[config.mk]
export PLATFORM = sky130hd
export DESIGN_NAME = branch_update_tracker_flat
export DESIGN_NICKNAME = d
export VERILOG_FILES = /design/src/rtl/branch_update_tracker_if.sv /design/src/rtl/branch_update_tracker.sv /design/src/flat_wrapper.sv
export SDC_FILE = /design/constraint.sdc
export NUM_CORES = 2
export LEC_CHECK = 0
export ABC_AREA = 1
export CAP_MARGIN = 20
export CELL_PAD_IN_SITES_DETAIL_PLACEMENT = 0
export CELL_PAD_IN_SITES_GLOBAL_PLACEMENT = 1
export CORE_UTILIZATION = 47
export CTS_BUF_LIST = sky130_fd_sc_hd__clkbuf_8
export DETAILED_ROUTE_END_ITERATION = 12
export GPL_TIMING_DRIVEN = 1
export MAX_ROUTING_LAYER = met4
export PLACE_DENSITY_LB_ADDON = 0.1
export SYNTH_ARGS = -nofsm -noshare
export SYNTH_HDL_FRONTEND = slang
export SYNTH_SLANG_ARGS = --single-unit
[constraint.sdc]
create_clock -name clk -period 6.22 [get_ports clk]
set_input_delay 1.555 -clock clk [delete_from_list [all_inputs] [get_ports clk]]
set_output_delay 1.555 -clock clk [all_outputs]
set_load 0.05 [all_outputs]
[src/rtl/branch_update_tracker_if.sv]
// Handshake bundle between fetch/execute/commit, the tracker, and the predictor update port.
interface branch_update_tracker_if #(
   parameter int TAG_BITS = 4,
   parameter int GHR_BITS = 8
);
   logic                alloc_valid;
   logic [31:0]         alloc_pc;
   logic [GHR_BITS-1:0] alloc_gshare_idx;
   logic                alloc_pred_taken;
   logic [31:0]         alloc_pred_target;
   logic                alloc_ready;
   logic [TAG_BITS-1:0] alloc_tag;
   logic                resolve_valid;
   logic [TAG_BITS-1:0] resolve_tag;
   logic                resolve_taken;
   logic [31:0]         resolve_target;
   logic                resolve_is_jal;
   logic                commit_valid;
   logic                commit_ready;
   logic                flush;
   logic                upd_valid;
   logic                upd_ready;
   logic [31:0]         upd_pc;
   logic [GHR_BITS-1:0] upd_gshare_idx;
   logic                upd_taken;
   logic [31:0]         upd_target;
   logic                upd_is_branch;
   logic                upd_is_jal;
   logic                upd_mispredict;

   modport master (
      output alloc_valid, alloc_pc, alloc_gshare_idx, alloc_pred_taken, alloc_pred_target,
      input  alloc_ready, alloc_tag,
      output resolve_valid, resolve_tag, resolve_taken, resolve_target, resolve_is_jal,
      output commit_valid,
      input  commit_ready,
      output flush,
      input  upd_valid,
      output upd_ready,
      input  upd_pc, upd_gshare_idx, upd_taken, upd_target, upd_is_branch, upd_is_jal,
      input  upd_mispredict
   );

   modport slave (
      input  alloc_valid, alloc_pc, alloc_gshare_idx, alloc_pred_taken, alloc_pred_target,
      output alloc_ready, alloc_tag,
      input  resolve_valid, resolve_tag, resolve_taken, resolve_target, resolve_is_jal,
      input  commit_valid,
      output commit_ready,
      input  flush,
      output upd_valid,
      input  upd_ready,
      output upd_pc, upd_gshare_idx, upd_taken, upd_target, upd_is_branch, upd_is_jal,
      output upd_mispredict
   );
endinterface

[src/rtl/branch_update_tracker.sv]
// In-order retirement tracker for predicted control-flow instructions; each retired entry
// produces one registered predictor update packet.
module branch_update_tracker #(
   parameter int DEPTH    = 16,
   parameter int TAG_BITS = 4,
   parameter int GHR_BITS = 8
) (
   input  logic clk,
   input  logic rst,
   branch_update_tracker_if.slave bus
);
   typedef enum logic [1:0] {
      ST_FREE     = 2'd0,
      ST_ALLOC    = 2'd1,
      ST_RESOLVED = 2'd2
   } entry_state_t;

   localparam logic [TAG_BITS:0] FULL_COUNT = (TAG_BITS+1)'(DEPTH);

   entry_state_t        r_state       [DEPTH];
   logic [31:0]         r_pc          [DEPTH];
   logic [GHR_BITS-1:0] r_gidx        [DEPTH];
   logic                r_pred_taken  [DEPTH];
   logic [31:0]         r_pred_target [DEPTH];
   logic                r_taken       [DEPTH];
   logic [31:0]         r_target      [DEPTH];
   logic                r_is_jal      [DEPTH];

   logic [TAG_BITS-1:0] r_head;
   logic [TAG_BITS-1:0] r_tail;
   logic [TAG_BITS:0]   r_count;

   logic                r_upd_valid;
   logic [31:0]         r_upd_pc;
   logic [GHR_BITS-1:0] r_upd_gidx;
   logic                r_upd_taken;
   logic [31:0]         r_upd_target;
   logic                r_upd_is_jal;
   logic                r_upd_is_branch;
   logic                r_upd_mispredict;

   logic w_alloc_ready;
   logic w_alloc_fire;
   logic w_resolve_fire;
   logic w_commit_ready;
   logic w_commit_fire;
   logic w_mispredict;

   assign w_alloc_ready  = (r_count < FULL_COUNT);
   // Flush squashes any same-cycle alloc or resolve.
   assign w_alloc_fire   = bus.alloc_valid && w_alloc_ready && !bus.flush;
   assign w_resolve_fire = bus.resolve_valid && (r_state[bus.resolve_tag] == ST_ALLOC) && !bus.flush;
   assign w_commit_ready = (r_state[r_head] == ST_RESOLVED) && (!r_upd_valid || bus.upd_ready);
   assign w_commit_fire  = bus.commit_valid && w_commit_ready;
   assign w_mispredict   = (r_pred_taken[r_head] != r_taken[r_head]) ||
                           (r_taken[r_head] && (r_pred_target[r_head] != r_target[r_head]));

   always_ff @(posedge clk) begin
      if (!rst) begin
         for (int i = 0; i < DEPTH; i++) r_state[i] <= ST_FREE;
      end else if (bus.flush) begin
         for (int i = 0; i < DEPTH; i++) r_state[i] <= ST_FREE;
      end else begin
         if (w_alloc_fire)   r_state[r_tail]          <= ST_ALLOC;
         if (w_resolve_fire) r_state[bus.resolve_tag] <= ST_RESOLVED;
         if (w_commit_fire)  r_state[r_head]          <= ST_FREE;
      end
   end

   // Payload storage carries no reset; state alone decides validity.
   always_ff @(posedge clk) begin
      if (w_alloc_fire) begin
         r_pc[r_tail]          <= bus.alloc_pc;
         r_gidx[r_tail]        <= bus.alloc_gshare_idx;
         r_pred_taken[r_tail]  <= bus.alloc_pred_taken;
         r_pred_target[r_tail] <= bus.alloc_pred_target;
      end
      if (w_resolve_fire) begin
         r_taken[bus.resolve_tag]  <= bus.resolve_taken;
         r_target[bus.resolve_tag] <= bus.resolve_target;
         r_is_jal[bus.resolve_tag] <= bus.resolve_is_jal;
      end
   end

   always_ff @(posedge clk) begin
      if (!rst) begin
         r_head  <= '0;
         r_tail  <= '0;
         r_count <= '0;
      end else begin
         if (w_commit_fire) r_head <= r_head + 1'b1;
         if (bus.flush) begin
            // Commit is applied before the flush, so the new tail sits past the retired head.
            r_tail  <= w_commit_fire ? r_head + 1'b1 : r_head;
            r_count <= '0;
         end else begin
            if (w_alloc_fire) r_tail <= r_tail + 1'b1;
            if (w_alloc_fire && !w_commit_fire)      r_count <= r_count + 1'b1;
            else if (!w_alloc_fire && w_commit_fire) r_count <= r_count - 1'b1;
         end
      end
   end

   always_ff @(posedge clk) begin
      if (!rst) begin
         r_upd_valid      <= 1'b0;
         r_upd_pc         <= '0;
         r_upd_gidx       <= '0;
         r_upd_taken      <= 1'b0;
         r_upd_target     <= '0;
         r_upd_is_jal     <= 1'b0;
         r_upd_is_branch  <= 1'b0;
         r_upd_mispredict <= 1'b0;
      end else if (w_commit_fire) begin
         r_upd_valid      <= 1'b1;
         r_upd_pc         <= r_pc[r_head];
         r_upd_gidx       <= r_gidx[r_head];
         r_upd_taken      <= r_taken[r_head];
         r_upd_target     <= r_target[r_head];
         r_upd_is_jal     <= r_is_jal[r_head];
         r_upd_is_branch  <= !r_is_jal[r_head];
         r_upd_mispredict <= w_mispredict;
      end else if (r_upd_valid && bus.upd_ready) begin
         r_upd_valid <= 1'b0;
      end
   end

   assign bus.alloc_ready    = w_alloc_ready;
   assign bus.alloc_tag      = r_tail;
   assign bus.commit_ready   = w_commit_ready;
   assign bus.upd_valid      = r_upd_valid;
   assign bus.upd_pc         = r_upd_pc;
   assign bus.upd_gshare_idx = r_upd_gidx;
   assign bus.upd_taken      = r_upd_taken;
   assign bus.upd_target     = r_upd_target;
   assign bus.upd_is_branch  = r_upd_is_branch;
   assign bus.upd_is_jal     = r_upd_is_jal;
   assign bus.upd_mispredict = r_upd_mispredict;
endmodule

[src/flat_wrapper.sv]
// flat-port wrapper written by rule: the top's interface ports become plain ports
module branch_update_tracker_flat 
#(
   parameter int DEPTH    = 16,
   parameter int TAG_BITS = 4,
   parameter int GHR_BITS = 8
)
  (clk, rst, bus_alloc_valid, bus_alloc_pc, bus_alloc_gshare_idx, bus_alloc_pred_taken, bus_alloc_pred_target, bus_alloc_ready, bus_alloc_tag, bus_resolve_valid, bus_resolve_tag, bus_resolve_taken, bus_resolve_target, bus_resolve_is_jal, bus_commit_valid, bus_commit_ready, bus_flush, bus_upd_valid, bus_upd_ready, bus_upd_pc, bus_upd_gshare_idx, bus_upd_taken, bus_upd_target, bus_upd_is_branch, bus_upd_is_jal, bus_upd_mispredict);
  branch_update_tracker_if #(.TAG_BITS(TAG_BITS), .GHR_BITS(GHR_BITS)) bus_i ();
  input  logic clk;
  input  logic rst;
  input wire logic [$bits(bus_i.alloc_valid)-1:0] bus_alloc_valid;
  input wire logic [$bits(bus_i.alloc_pc)-1:0] bus_alloc_pc;
  input wire logic [$bits(bus_i.alloc_gshare_idx)-1:0] bus_alloc_gshare_idx;
  input wire logic [$bits(bus_i.alloc_pred_taken)-1:0] bus_alloc_pred_taken;
  input wire logic [$bits(bus_i.alloc_pred_target)-1:0] bus_alloc_pred_target;
  output wire logic [$bits(bus_i.alloc_ready)-1:0] bus_alloc_ready;
  output wire logic [$bits(bus_i.alloc_tag)-1:0] bus_alloc_tag;
  input wire logic [$bits(bus_i.resolve_valid)-1:0] bus_resolve_valid;
  input wire logic [$bits(bus_i.resolve_tag)-1:0] bus_resolve_tag;
  input wire logic [$bits(bus_i.resolve_taken)-1:0] bus_resolve_taken;
  input wire logic [$bits(bus_i.resolve_target)-1:0] bus_resolve_target;
  input wire logic [$bits(bus_i.resolve_is_jal)-1:0] bus_resolve_is_jal;
  input wire logic [$bits(bus_i.commit_valid)-1:0] bus_commit_valid;
  output wire logic [$bits(bus_i.commit_ready)-1:0] bus_commit_ready;
  input wire logic [$bits(bus_i.flush)-1:0] bus_flush;
  output wire logic [$bits(bus_i.upd_valid)-1:0] bus_upd_valid;
  input wire logic [$bits(bus_i.upd_ready)-1:0] bus_upd_ready;
  output wire logic [$bits(bus_i.upd_pc)-1:0] bus_upd_pc;
  output wire logic [$bits(bus_i.upd_gshare_idx)-1:0] bus_upd_gshare_idx;
  output wire logic [$bits(bus_i.upd_taken)-1:0] bus_upd_taken;
  output wire logic [$bits(bus_i.upd_target)-1:0] bus_upd_target;
  output wire logic [$bits(bus_i.upd_is_branch)-1:0] bus_upd_is_branch;
  output wire logic [$bits(bus_i.upd_is_jal)-1:0] bus_upd_is_jal;
  output wire logic [$bits(bus_i.upd_mispredict)-1:0] bus_upd_mispredict;
  assign bus_i.alloc_valid = bus_alloc_valid;
  assign bus_i.alloc_pc = bus_alloc_pc;
  assign bus_i.alloc_gshare_idx = bus_alloc_gshare_idx;
  assign bus_i.alloc_pred_taken = bus_alloc_pred_taken;
  assign bus_i.alloc_pred_target = bus_alloc_pred_target;
  assign bus_alloc_ready = bus_i.alloc_ready;
  assign bus_alloc_tag = bus_i.alloc_tag;
  assign bus_i.resolve_valid = bus_resolve_valid;
  assign bus_i.resolve_tag = bus_resolve_tag;
  assign bus_i.resolve_taken = bus_resolve_taken;
  assign bus_i.resolve_target = bus_resolve_target;
  assign bus_i.resolve_is_jal = bus_resolve_is_jal;
  assign bus_i.commit_valid = bus_commit_valid;
  assign bus_commit_ready = bus_i.commit_ready;
  assign bus_i.flush = bus_flush;
  assign bus_upd_valid = bus_i.upd_valid;
  assign bus_i.upd_ready = bus_upd_ready;
  assign bus_upd_pc = bus_i.upd_pc;
  assign bus_upd_gshare_idx = bus_i.upd_gshare_idx;
  assign bus_upd_taken = bus_i.upd_taken;
  assign bus_upd_target = bus_i.upd_target;
  assign bus_upd_is_branch = bus_i.upd_is_branch;
  assign bus_upd_is_jal = bus_i.upd_is_jal;
  assign bus_upd_mispredict = bus_i.upd_mispredict;
  branch_update_tracker #(.DEPTH(DEPTH), .TAG_BITS(TAG_BITS), .GHR_BITS(GHR_BITS)) u_core (.clk(clk), .rst(rst), .bus(bus_i));
endmodule
==> out/metrics.yaml <==
status: "finished, final reports clean"
n_fill_cell: 13900
die_w_um: 401
ys_warn_count: 0
yosys-top-cells-area: "edfxtp_1 69%, nand2_1 8.5%, nor2_1 4.5%"
drive_above_1_share: 0.0740
overflow: 0
end_kind: "output port"
pin_count: 201
vdd_drop_max_v: 0.000182
clkTransAtPathRegs_ns: 0.06
clock_latency_ns: 0.99
relSlewSlack: 0.244
vias: 50000
std_cell_rows: 146
fin_crit_sh: 0.843
drtPass1Iterations: 5
ys_ff_latch: 1834
fin_crit_ns: 5.24
setup_viol: 0
cp_slowest_stage_delay_ns: 0.81
io_buffer_count: 200
grt_max_degree: 224
drcViolationCount: 0
min_path_type: "reg2reg"
cp_max_fo: 45
postCtsSetupBuffers: 0
die_h_um: 401
crit_required_ns: 4.66
layout_commonest_cell: "edfxtp_1"
cts_resized: 0
worst_pin_slew_ns: 1.13
cts.sinks: 1834
cts_tree: "done"
cpMostUsedCell: "nand2_1"
cellLeakagePower_nw: 32.2
ys_seq_area_frac: 0.718
die-area_um2: 161000
coreArea_um2: 158000
antenna_left: 0
start_util: 0.473
criticalPathCategory: "reg2out"
grt_pass1_vias: 47900
regArea_um2: 53900
wl_per_cell_um: 23.8
tns_ns: 0
syn_avg_cell_area_um2: 11.1
fin_nets: 7116
drv_slew: 0
post_drt_via_cell_ratio: 5.38
htreeDepth: 5
maxCapViolCount: 0
cts_inserted_buffers: 325
dpl.hpwl_um: 114000
max_freq_mhz: 191
cts_root_buffer: "clkbuf_8"
cp.arrival_ns: 3.69
grt_pass1_wl_um: 324000
netlist_instances: 6736
path_cells: "nand2_1 -> inv_6 -> nand2_1 -> nand4_1 -> and2_1 -> clkdlybuf4s50_1"
multi_input_area_um2: 17600
wirelength_um: 221000
timing.hold.ws_ns: 0.465
gp_congestion: 0.870
syn_nets: 6868
antenna_found_initial: 19
start_kind: "register"
synth.cell_area_um2: 75000
first_iter_violations: 3962
cts_hold_buf: 0
synth.distinct_cells: 41
area_growth_pct: 13.4
skew_ns: 0.0479
synth_top_cell_area_share: 0.686
rsz0062_at_grt: "false"
cp_slowest_cell: "clkdlybuf4s50_1"
synth_top_area_cell: "edfxtp_1"
hold_viol: 0
clock_path_buffers: 4
layout_common_cells: "1712 x edfxtp_1, 1700 x nand2_1, 873 x nor2_1, 653 x inv_1, 618 x o21ai_0"
p_per_area_nw_per_um2: 286
grt_util_all_layers: 0.281
-- state kept, by name, summed over array words and instances (netlist names), 32 cells and up --
name,flops
u_core.bus.upd_pc,32
u_core.bus.upd_target,32
u_core.r_gidx,128
u_core.r_pc,512
u_core.r_pred_target,512
u_core.r_state,32
u_core.r_target,512
-- metrics by stage --
stage               cells   util  power, mW  setup slack, ns  area (µm²)
floorplan            6736      -       14.0            0.188       75000
global placement     8728  0.500       14.3            0.924       79100
detailed placement   8729  0.500       14.3            0.959       79100
CTS                  9284  0.537       24.6            0.857       85000
global route         9298  0.537       25.1            0.774       85000
finish               9300  0.537       24.3            0.976       85000
-- synth_stat cells --
cell type and count:
a211oi_1 1, nor2_2 3, buf_2 180, nor3_1 15, inv_2 5, xor2_1 2
nand4_1 14, ha_1 13, o211ai_1 2, o22ai_1 175, buf_1 22, a221oi_1 11
a32oi_1 2, edfxtp_1 1712, nand2_1 1700, inv_4 1, nor2_1 901, fa_1 1
and2_1 1, o21a_1 2, dfxtp_1 122, clkbuf_2 1, o2111ai_1 1, a22oi_1 10
clkinv_1 1, nor3_2 6, nand3_2 2, o21ai_0 618, nand3_1 214, nor3b_1 1
o221ai_1 2, xnor2_1 5, a31oi_1 3, clkbuf_1 137, inv_1 527, a21oi_1 138
buf_4 13, o21ai_1 134, buf_6 17, a22o_1 11, nor4_1 10
-- worst max-delay path, delay by kind of cell, from the launching register on --
family / cells / cell delay (ns)
flip-flops: 1 / 0.51
buffers and inverters: 2 / 1.37
AND/OR/NAND/NOR: 4 / 0.81
-- layout make-up --
class                           instances  share of cell area
Sequential cell                      1834               0.633
Multi-Input combinational cell       3998               0.206
Clock buffer                          355              0.0575
Timing Repair Buffer                  291              0.0363
Tap cell                             2072              0.0305
Inverter                              534              0.0240
Clock inverter                        200              0.0116
Antenna cell                           16            0.000471
-- final timing paths --
check	slack, ns	depth (start not counted)	end	start
setup / recovery	0.98	6	bus_commit_ready	u_core.r_head[3]
hold / removal	0.46	1	u_core.r_count[4]	u_core.r_count[4]
hold reg to reg	0.46	1	u_core.r_count[4]	u_core.r_count[4]
setup reg to reg	1.77	19	u_core.bus.upd_mispredict	u_core.r_head[0]
-- report_power, final --
part	switching [mW]	internal, mW
sequential	0.0128	13.5
clock	4.81	5.49
combinational	0.364	0.129
-- routing by layer --
metal | global-route usage | part of all wire
met1 | 0.373 | 0.43
met2 | 0.449 | 0.48
met3 | 0.0403 | 0.056
met4 | 0.0868 | 0.026
met5 | - | 0
-- kinds of logic after synthesis --
kind of cell,Yosys count,synth area share
AOI/OAI and AO/OA,1110,0.0789
and+or+nand+nor,2867,0.149
buffers and inverters,904,0.0507
adders and majority gates,14,0.00244
DFF,1834,0.718
xor gates and xnor gates,7,0.000818
No activity file was read; power rests on OpenSTA's default activity.
